`config.mk`:
```
export PLATFORM = sky130hd
export DESIGN_NAME = ta_scan_ctrl
export DESIGN_NICKNAME = d
export VERILOG_FILES = /design/src/rtl/ta_scan_ctrl.sv
export SDC_FILE = /design/constraint.sdc
export NUM_CORES = 1
export LEC_CHECK = 0
export ABC_AREA = 1
export CAP_MARGIN = 25
export CORE_MARGIN = 10
export CORE_UTILIZATION = 50
export CTS_CLUSTER_SIZE = 12
export DETAILED_ROUTE_END_ITERATION = 12
export PLACE_DENSITY = 0.88
export SYNTH_ARGS = -nofsm -noshare
export SYNTH_HDL_FRONTEND = slang
export SYNTH_SLANG_ARGS = --single-unit
```
`constraint.sdc`:
```
create_clock -name clk -period 2.5 [get_ports clk]
set_input_delay 0.25 -clock clk [delete_from_list [all_inputs] [get_ports clk]]
set_output_delay 0.25 -clock clk [all_outputs]
set_load 0.02 [all_outputs]
```
`src/rtl/ta_scan_ctrl.sv`:
```
// Clause-major (clause, LA-chunk) address scan for the TA-state read stage, start/done framed and abortable.
// Optional TA_SCAN_PERF_EN adds a saturating 32-bit stall counter output.
module ta_scan_ctrl #(
  parameter int CLAUSES   = 2000,
  parameter int LA_CHUNKS = 49,
  parameter int CNT_W     = 17
) (
  input  logic             clk,
  input  logic             rst_flag_n,
  input  logic             start,
  input  logic             abort,
  input  logic             ds_ready,
  output logic             addr_valid,
  output logic [CNT_W-1:0] clause_idx,
  output logic [CNT_W-1:0] chunk_idx,
  output logic             first_chunk,
  output logic             last_chunk,
  output logic             stop_flag,
  output logic             busy,
  output logic             done
`ifdef TA_SCAN_PERF_EN
  ,
  output logic [31:0]      stall_cycles
`endif
);

  localparam logic [CNT_W-1:0] LAST_CLAUSE = CNT_W'(CLAUSES - 1);
  localparam logic [CNT_W-1:0] LAST_CHUNK  = CNT_W'(LA_CHUNKS - 1);
  localparam logic [CNT_W-1:0] IDX_ZERO    = {CNT_W{1'b0}};
  localparam logic [CNT_W-1:0] IDX_ONE     = CNT_W'(1);

  typedef enum logic [1:0] {
    ST_IDLE = 2'd0,
    ST_SCAN = 2'd1,
    ST_DONE = 2'd2
  } state_t;

  state_t           r_state;
  state_t           w_state_nxt;
  logic             r_valid;
  logic             w_valid_nxt;
  logic [CNT_W-1:0] r_clause;
  logic [CNT_W-1:0] w_clause_nxt;
  logic [CNT_W-1:0] r_chunk;
  logic [CNT_W-1:0] w_chunk_nxt;
  logic             r_busy;
  logic             w_busy_nxt;
  logic             r_done;
  logic             w_done_nxt;
  logic             w_accept;
  logic             w_chunk_last;
  logic             w_clause_last;

  assign w_accept      = r_valid & ds_ready;
  assign w_chunk_last  = (r_chunk == LAST_CHUNK);
  assign w_clause_last = (r_clause == LAST_CLAUSE);

  // Next-state and next-output decode; abort overrides every other transition.
  always_comb begin
    w_state_nxt  = r_state;
    w_valid_nxt  = r_valid;
    w_clause_nxt = r_clause;
    w_chunk_nxt  = r_chunk;
    w_busy_nxt   = r_busy;
    w_done_nxt   = 1'b0;
    if (abort) begin
      w_state_nxt  = ST_IDLE;
      w_valid_nxt  = 1'b0;
      w_clause_nxt = IDX_ZERO;
      w_chunk_nxt  = IDX_ZERO;
      w_busy_nxt   = 1'b0;
    end else begin
      case (r_state)
        ST_IDLE: begin
          w_clause_nxt = IDX_ZERO;
          w_chunk_nxt  = IDX_ZERO;
          if (start) begin
            w_state_nxt = ST_SCAN;
            w_valid_nxt = 1'b1;
            w_busy_nxt  = 1'b1;
          end else begin
            w_state_nxt = ST_IDLE;
            w_valid_nxt = 1'b0;
            w_busy_nxt  = 1'b0;
          end
        end
        ST_SCAN: begin
          if (w_accept && w_chunk_last && w_clause_last) begin
            w_state_nxt  = ST_DONE;
            w_valid_nxt  = 1'b0;
            w_clause_nxt = IDX_ZERO;
            w_chunk_nxt  = IDX_ZERO;
            w_busy_nxt   = 1'b0;
            w_done_nxt   = 1'b1;
          end else if (w_accept && w_chunk_last) begin
            w_chunk_nxt  = IDX_ZERO;
            w_clause_nxt = r_clause + IDX_ONE;
          end else if (w_accept) begin
            w_chunk_nxt  = r_chunk + IDX_ONE;
          end else begin
            // Stalled: address and valid must stay put until the read stage takes them.
            w_chunk_nxt  = r_chunk;
            w_clause_nxt = r_clause;
          end
        end
        ST_DONE: begin
          w_state_nxt = ST_IDLE;
        end
        default: begin
          w_state_nxt  = ST_IDLE;
          w_valid_nxt  = 1'b0;
          w_clause_nxt = IDX_ZERO;
          w_chunk_nxt  = IDX_ZERO;
          w_busy_nxt   = 1'b0;
        end
      endcase
    end
  end

  // State and registered-output update.
  always_ff @(posedge clk or negedge rst_flag_n) begin
    if (!rst_flag_n) begin
      r_state  <= ST_IDLE;
      r_valid  <= 1'b0;
      r_clause <= IDX_ZERO;
      r_chunk  <= IDX_ZERO;
      r_busy   <= 1'b0;
      r_done   <= 1'b0;
    end else begin
      r_state  <= w_state_nxt;
      r_valid  <= w_valid_nxt;
      r_clause <= w_clause_nxt;
      r_chunk  <= w_chunk_nxt;
      r_busy   <= w_busy_nxt;
      r_done   <= w_done_nxt;
    end
  end

  assign addr_valid  = r_valid;
  assign clause_idx  = r_clause;
  assign chunk_idx   = r_chunk;
  assign busy        = r_busy;
  assign done        = r_done;
  assign first_chunk = r_valid & (r_chunk == IDX_ZERO);
  assign last_chunk  = r_valid & w_chunk_last;
  assign stop_flag   = ~(r_valid & ds_ready);

`ifdef TA_SCAN_PERF_EN
  logic [31:0] r_stall;
  logic        w_scan_start;

  assign w_scan_start = (r_state == ST_IDLE) & start & ~abort;

  // Stall counter: cleared on scan start, saturating, held between scans.
  always_ff @(posedge clk or negedge rst_flag_n) begin
    if (!rst_flag_n) begin
      r_stall <= 32'd0;
    end else if (w_scan_start) begin
      r_stall <= 32'd0;
    end else if ((r_state == ST_SCAN) && r_valid && !ds_ready && (r_stall != 32'hFFFF_FFFF)) begin
      r_stall <= r_stall + 32'd1;
    end else begin
      r_stall <= r_stall;
    end
  end

  assign stall_cycles = r_stall;
`endif

endmodule

```
# == Word level (Yosys, flattened, before mapping) ==
# Cells that the tools add are included.
# op_classes
mux,20
n_eq_ne,8
n_bitwise,4
addsub,2
reduce_logical,7
# op_table
cell,n
17-bit two-way mux,7
17-bit one-hot mux with 2 select lines,2
17-bit by 1-bit adder with 17-bit output (second input constant),2
17-bit by 11-bit == test with 1-bit output (second input constant),1
17-bit by 6-bit == test with 1-bit output (second input constant),1
17-bit zero test,1
1-bit two-way mux,7
2-bit AND reduction,3
5-bit inequality test (second input constant),1
2-bit two-way mux,2
4-bit inequality test (second input constant),1
2-bit one-hot mux with 2 select lines,1
1-bit AND,3
3-bit inequality test (second input constant),1
1-bit one-hot mux with 3 select lines,1
2-bit by 1-bit == test with 1-bit output (second input constant),1
2-bit == test (second input constant),1
1-bit logical AND,2
2-bit zero test,1
2-bit inequality test (second input constant),1
1-bit inverter,1
# word_totals
out_inout_bits,40
regBits,38
inputBits,5
word_cells,46

# == Longest topological paths before layout ==
# logic_depth
depth_word,6
depth_mapped,12
depth_no_buf,11

# == Worst setup path after synthesis ==
# Ideal clock, no wire load.
# synth_timing
kind,flip-flop to output port
start,register r_chunk[6] (netlist: chunk_idx[6])
end,output port first_chunk
slack_ps,718
t_required_ps,2250
path_stages_with_launch,7
n_path_buf,1
arrival_ps,1532
path_cell_list,dfrtp_1 > buf_2 > inv_1 > nand2_1 > nor2_1 > nand2_1 > nor4_1
# synth_between
elab_chain_len,2
# synth_lines
item,line_no,text
"start, declared",44,logic [CNT_W-1:0] r_chunk;
"start signal, assigned",133,r_chunk <= w_chunk_nxt;
17-bit zero test,144,assign first_chunk = r_valid & (r_chunk == IDX_ZERO);
1-bit AND,144,
"end, declared",16,"output logic first_chunk,"
# No other way between the ends.

# == Worst setup path in the final report ==
# layout_timing
start,register r_chunk[10] (netlist: chunk_idx[10])
end,output port last_chunk
# layout_between
elab_chain_len,2
# layout_lines
item,line_no,text
17-bit by 6-bit == test with 1-bit output,55,assign w_chunk_last = (r_chunk == LAST_CHUNK);
1-bit AND,145,assign last_chunk = r_valid & w_chunk_last;
"end, declared",17,"output logic last_chunk,"
# No other way between the ends.

==> key figures <==
Synthesis
  – Yosys reg bits: 38
  – Post-synthesis mux area share: 0%
  – Main combinational cell family by area after synthesis: simple AND/OR/NAND/NOR gates
  – Synth Net Count: 332
  – Synth Area in Compound Gates: under 10%
  – EDFF count, synth: 0
  – Sequential fraction of the synthesis area: 40.1%
  – Post-synth top area share: 40.1%
  – Simple-gate area share of the yosys netlist: 40.3%
  – Async SR Flop Fraction: 100%
  – Cells after Synth: roughly 320
  – Synth top area cells: dfrtp_1 (40%), nand2_1 (11%), nor2_1 (8.1%)
  – Post-synth top area cell: dfrtp_1
  – Xor-xnor portion of the synthesized cell area: ~1.5%
  – Most common cell in the netlist: nand2_1
  – Top FF cell, synth: dfrtp_1
  – Cell area after synthesis: 2370 µm²
  – Syn avg cell area: around 7.3 µm²
  – Synth top cells by count: nand2_1 (68), nor2_1 (51), inv_1 (40)
  – Synth Area in Adders: 1.58%
  – Yosys warnings: 0
  – Yosys cell types: 33

Final layout
  – Area occupied by multi-input gates: 1200 µm²
  – NumNets Final: about 380
  – Share of layout cells above drive strength 1: ~9.2%
  – Area Overhead vs Synth: 23.3%
  – FILL cells: 384
  – Fin cells: 422
  – Register Area: 951 µm²
  – Final instance area: 2920 µm²
  – Antenna cells: 0

Routing
  – # DRC: 0
  – Via/cell ratio: 5.61
  – Per-cell routed wire length: 15.0 µm
  – Total number of vias: between 2000 and 2500
  – Total length of routed wires: 6330 µm
  – First drt pass iteration count: 5
  – Post-DRT Antenna Nets: 0
  – DRT iter0 DRCs: 271

Die
  – Starting density of the core: a little over half
  – Full die area: 7890 µm²
  – Cell Rows: 24
  – Core area: 4470 µm²
  – Die W: 88.8 µm
  – Die height: 88.8 µm
  – IO Count: 45

Place
  – Buffers on Ports: 44
  – Post-detail-place hpwl: between 4000 and 5000 µm
  – Post-Place Cells: 414
  – GPL Wtd Cong: 0.945
  – Placed cell area: 2820 µm²

CTS
  – TritonCTS clock tree: built
  – Inserted Clock Buffers: 5
  – Worst-case clock buffer depth: 2
  – Setup bufs post-CTS: 0
  – Cts hold-fix bufs: 0
  – Worst skew pair latency: 0.29 ns
  – Num Clock Sinks: 38
  – CTS root buf: clkbuf_8
  – H-tree depth: 2
  – Clk pin slew, worst setup/hold paths: 0.08 ns

GRT
  – Vias in the first global route: 2165
  – Total grt overflow: 0
  – Antenna violations before repair: 0
  – Met2 GRT Util: 26.2%
  – Tot GR Track Use: 16.6%
  – GR met3 Demand/Resource: 4.87%
  – Pin count of the biggest net entering global routing: 39
  – Gr busiest metal: met2
  – First-pass GRT wire length: 10300 µm
  – Global-route met1 utilization: 20.5%

STA
  – Hold Fails Final Rpt: 0
  – Fin. max-slew vios: 0
  – Max Clk Rate: 492 MHz
  – Crit share post-route: between 80 and 90%
  – RSZ-0062 raised after global routing: no
  – Clk_skew: 0.00357 ns
  – Min Clock Period, post-route: between 2 and 2.5 ns
  – Max_slew headroom: between 40% and 50%
  – # setup viols final: 0
  – Worst-Margin Slew: roughly 0.86 ns
  – Setup TNS: 0 ns

Setup path
  – Worst reg2reg startpoint: chunk_idx[0]$_DFFE_PN0P_
  – R2r endpoint: clause_idx[3]$_DFFE_PN0P_
  – Startpoint Class: flop
  – CP required: about 2.3 ns
  – Crit Path Class: flop to output port
  – Crit path launch: chunk_idx[10]$_DFFE_PN0P_
  – Crit end category: output port
  – R2R cell count: 11
  – R2R Setup Slk: between 0.4 and 0.5 ns
  – Worst EP arrival: 1.78 ns
  – Max FO, Critical Path: 5

Run status
  – Status: finished, final reports clean

Run
  – Max Cap Viol: 0

Power
  – Power Dens Cells: slightly above 400 nW/µm²
  – Seq pwr share: 52.4%
  – IR drop worst, VDD: around 0.26 mV
  – Pleak: 1.27 nW
  – P_int: 877 µW
  – Switching power of the nets: about 320 µW
  – Power share of the combinational group: about a tenth
  – Sw Ratio: 26.5%
  – Clock share of power: 37.4%

Worst hold path
  – Path category of the worst min-delay check: primary input to asynchronous set/reset pin
-- registers in the layout (all words and copies together) (netlist names) --
| register | flops |
|---|---|
| chunk_idx | 17 |
| clause_idx | 17 |
| r_state | 2 |
| busy | 1 |
| done | 1 |
-- through the flow --
step	power, mW	worst slack (ns)	utilization [%]	hold WS (ns)
after floorplan	0.713	0.718	-	-0.0456
after global placement	0.756	0.536	63.1	0.404
after detailed placement	0.759	0.426	63.1	0.413
after CTS	1.20	0.0683	65.2	0.0960
after global routing	1.24	0.332	65.3	0.126
final	1.19	0.469	65.3	0.0624
-- routing by layer --
metal  up-vias  wire length (µm)
met1      1096              2620
met5         -                 0
met4         0               145
met2       111              2970
met3        16               602
li1       1145                 -
-- critical path, cell delays in order (launching register included) --
cell and delay (ns):
dfrtp_1 0.44, nor2_1 0.14, nand2_1 0.06, nor2_1 0.22, nand2_1 0.14, nor3_1 0.21
dlymetal6s2s_1 0.27
-- layout by cell type, fill, tap and decap left out, drive strengths merged --
cell	Yosys	final
nand4	17	17
nor4	1	1
dfrtp	38	38
clkbuf	0	7
buf	6	1
nand3b	1	1
clkinv	0	1
nor2	55	55
nand3	26	26
nand2	77	77
inv	45	45
nor3	16	16
o21ai	21	21
nor3b	1	1
a21oi	9	9
a31oi	2	2
or2	1	1
clkdlybuf4s50	0	41
dlymetal6s2s	0	2
a21o	1	1
xor2	3	3
ha	3	3
xnor2	1	1
-- timing repair --
action                     in CTS  in global routing
gates resized for setup         0                  2
setup endpoints to repair       0                  2
hold endpoints to repair        0                  0
-- power by group through the flow --
stage	Sequential (mW)	Combinational [mW]	Clock, mW
6_report	0.626	0.121	0.447
5_1_grt	0.627	0.132	0.483
4_1_cts	0.626	0.122	0.448
3_5_place_dp	0.638	0.121	0
3_3_place_gp	0.638	0.119	0
2_1_floorplan	0.641	0.0721	0
-- worst max path at each step --
| stage | slack (ns) | endpoint |
|---|---|---|
| 5_1_grt | 0.33 | first_chunk |
| 3_3_place_gp | 0.54 | first_chunk |
| 6_report | 0.47 | last_chunk |
| 2_1_floorplan | 0.72 | first_chunk |
| 4_1_cts | 0.07 | first_chunk |
| 3_5_place_dp | 0.43 | first_chunk |
-- logic make-up (layout without fill, tap and decap cells) --
group	after synthesis	in the layout
and+or+nand+nor	195	195
xor gates and xnor gates	4	4
adders and majority gates	3	3
AOI/OAI and AO/OA	33	33
buffers and inverters	51	97
DFF	38	38
-- layout make-up --
type	count	share of cell area, %
clock buffer	7	2.96
inverter	45	5.87
multi-input combinational	235	41.1
timing repair buffer	44	15.1
tap	52	2.23
clock inverter	1	0.171
sequential	38	32.6
No activity file was read; power rests on OpenSTA's default activity.
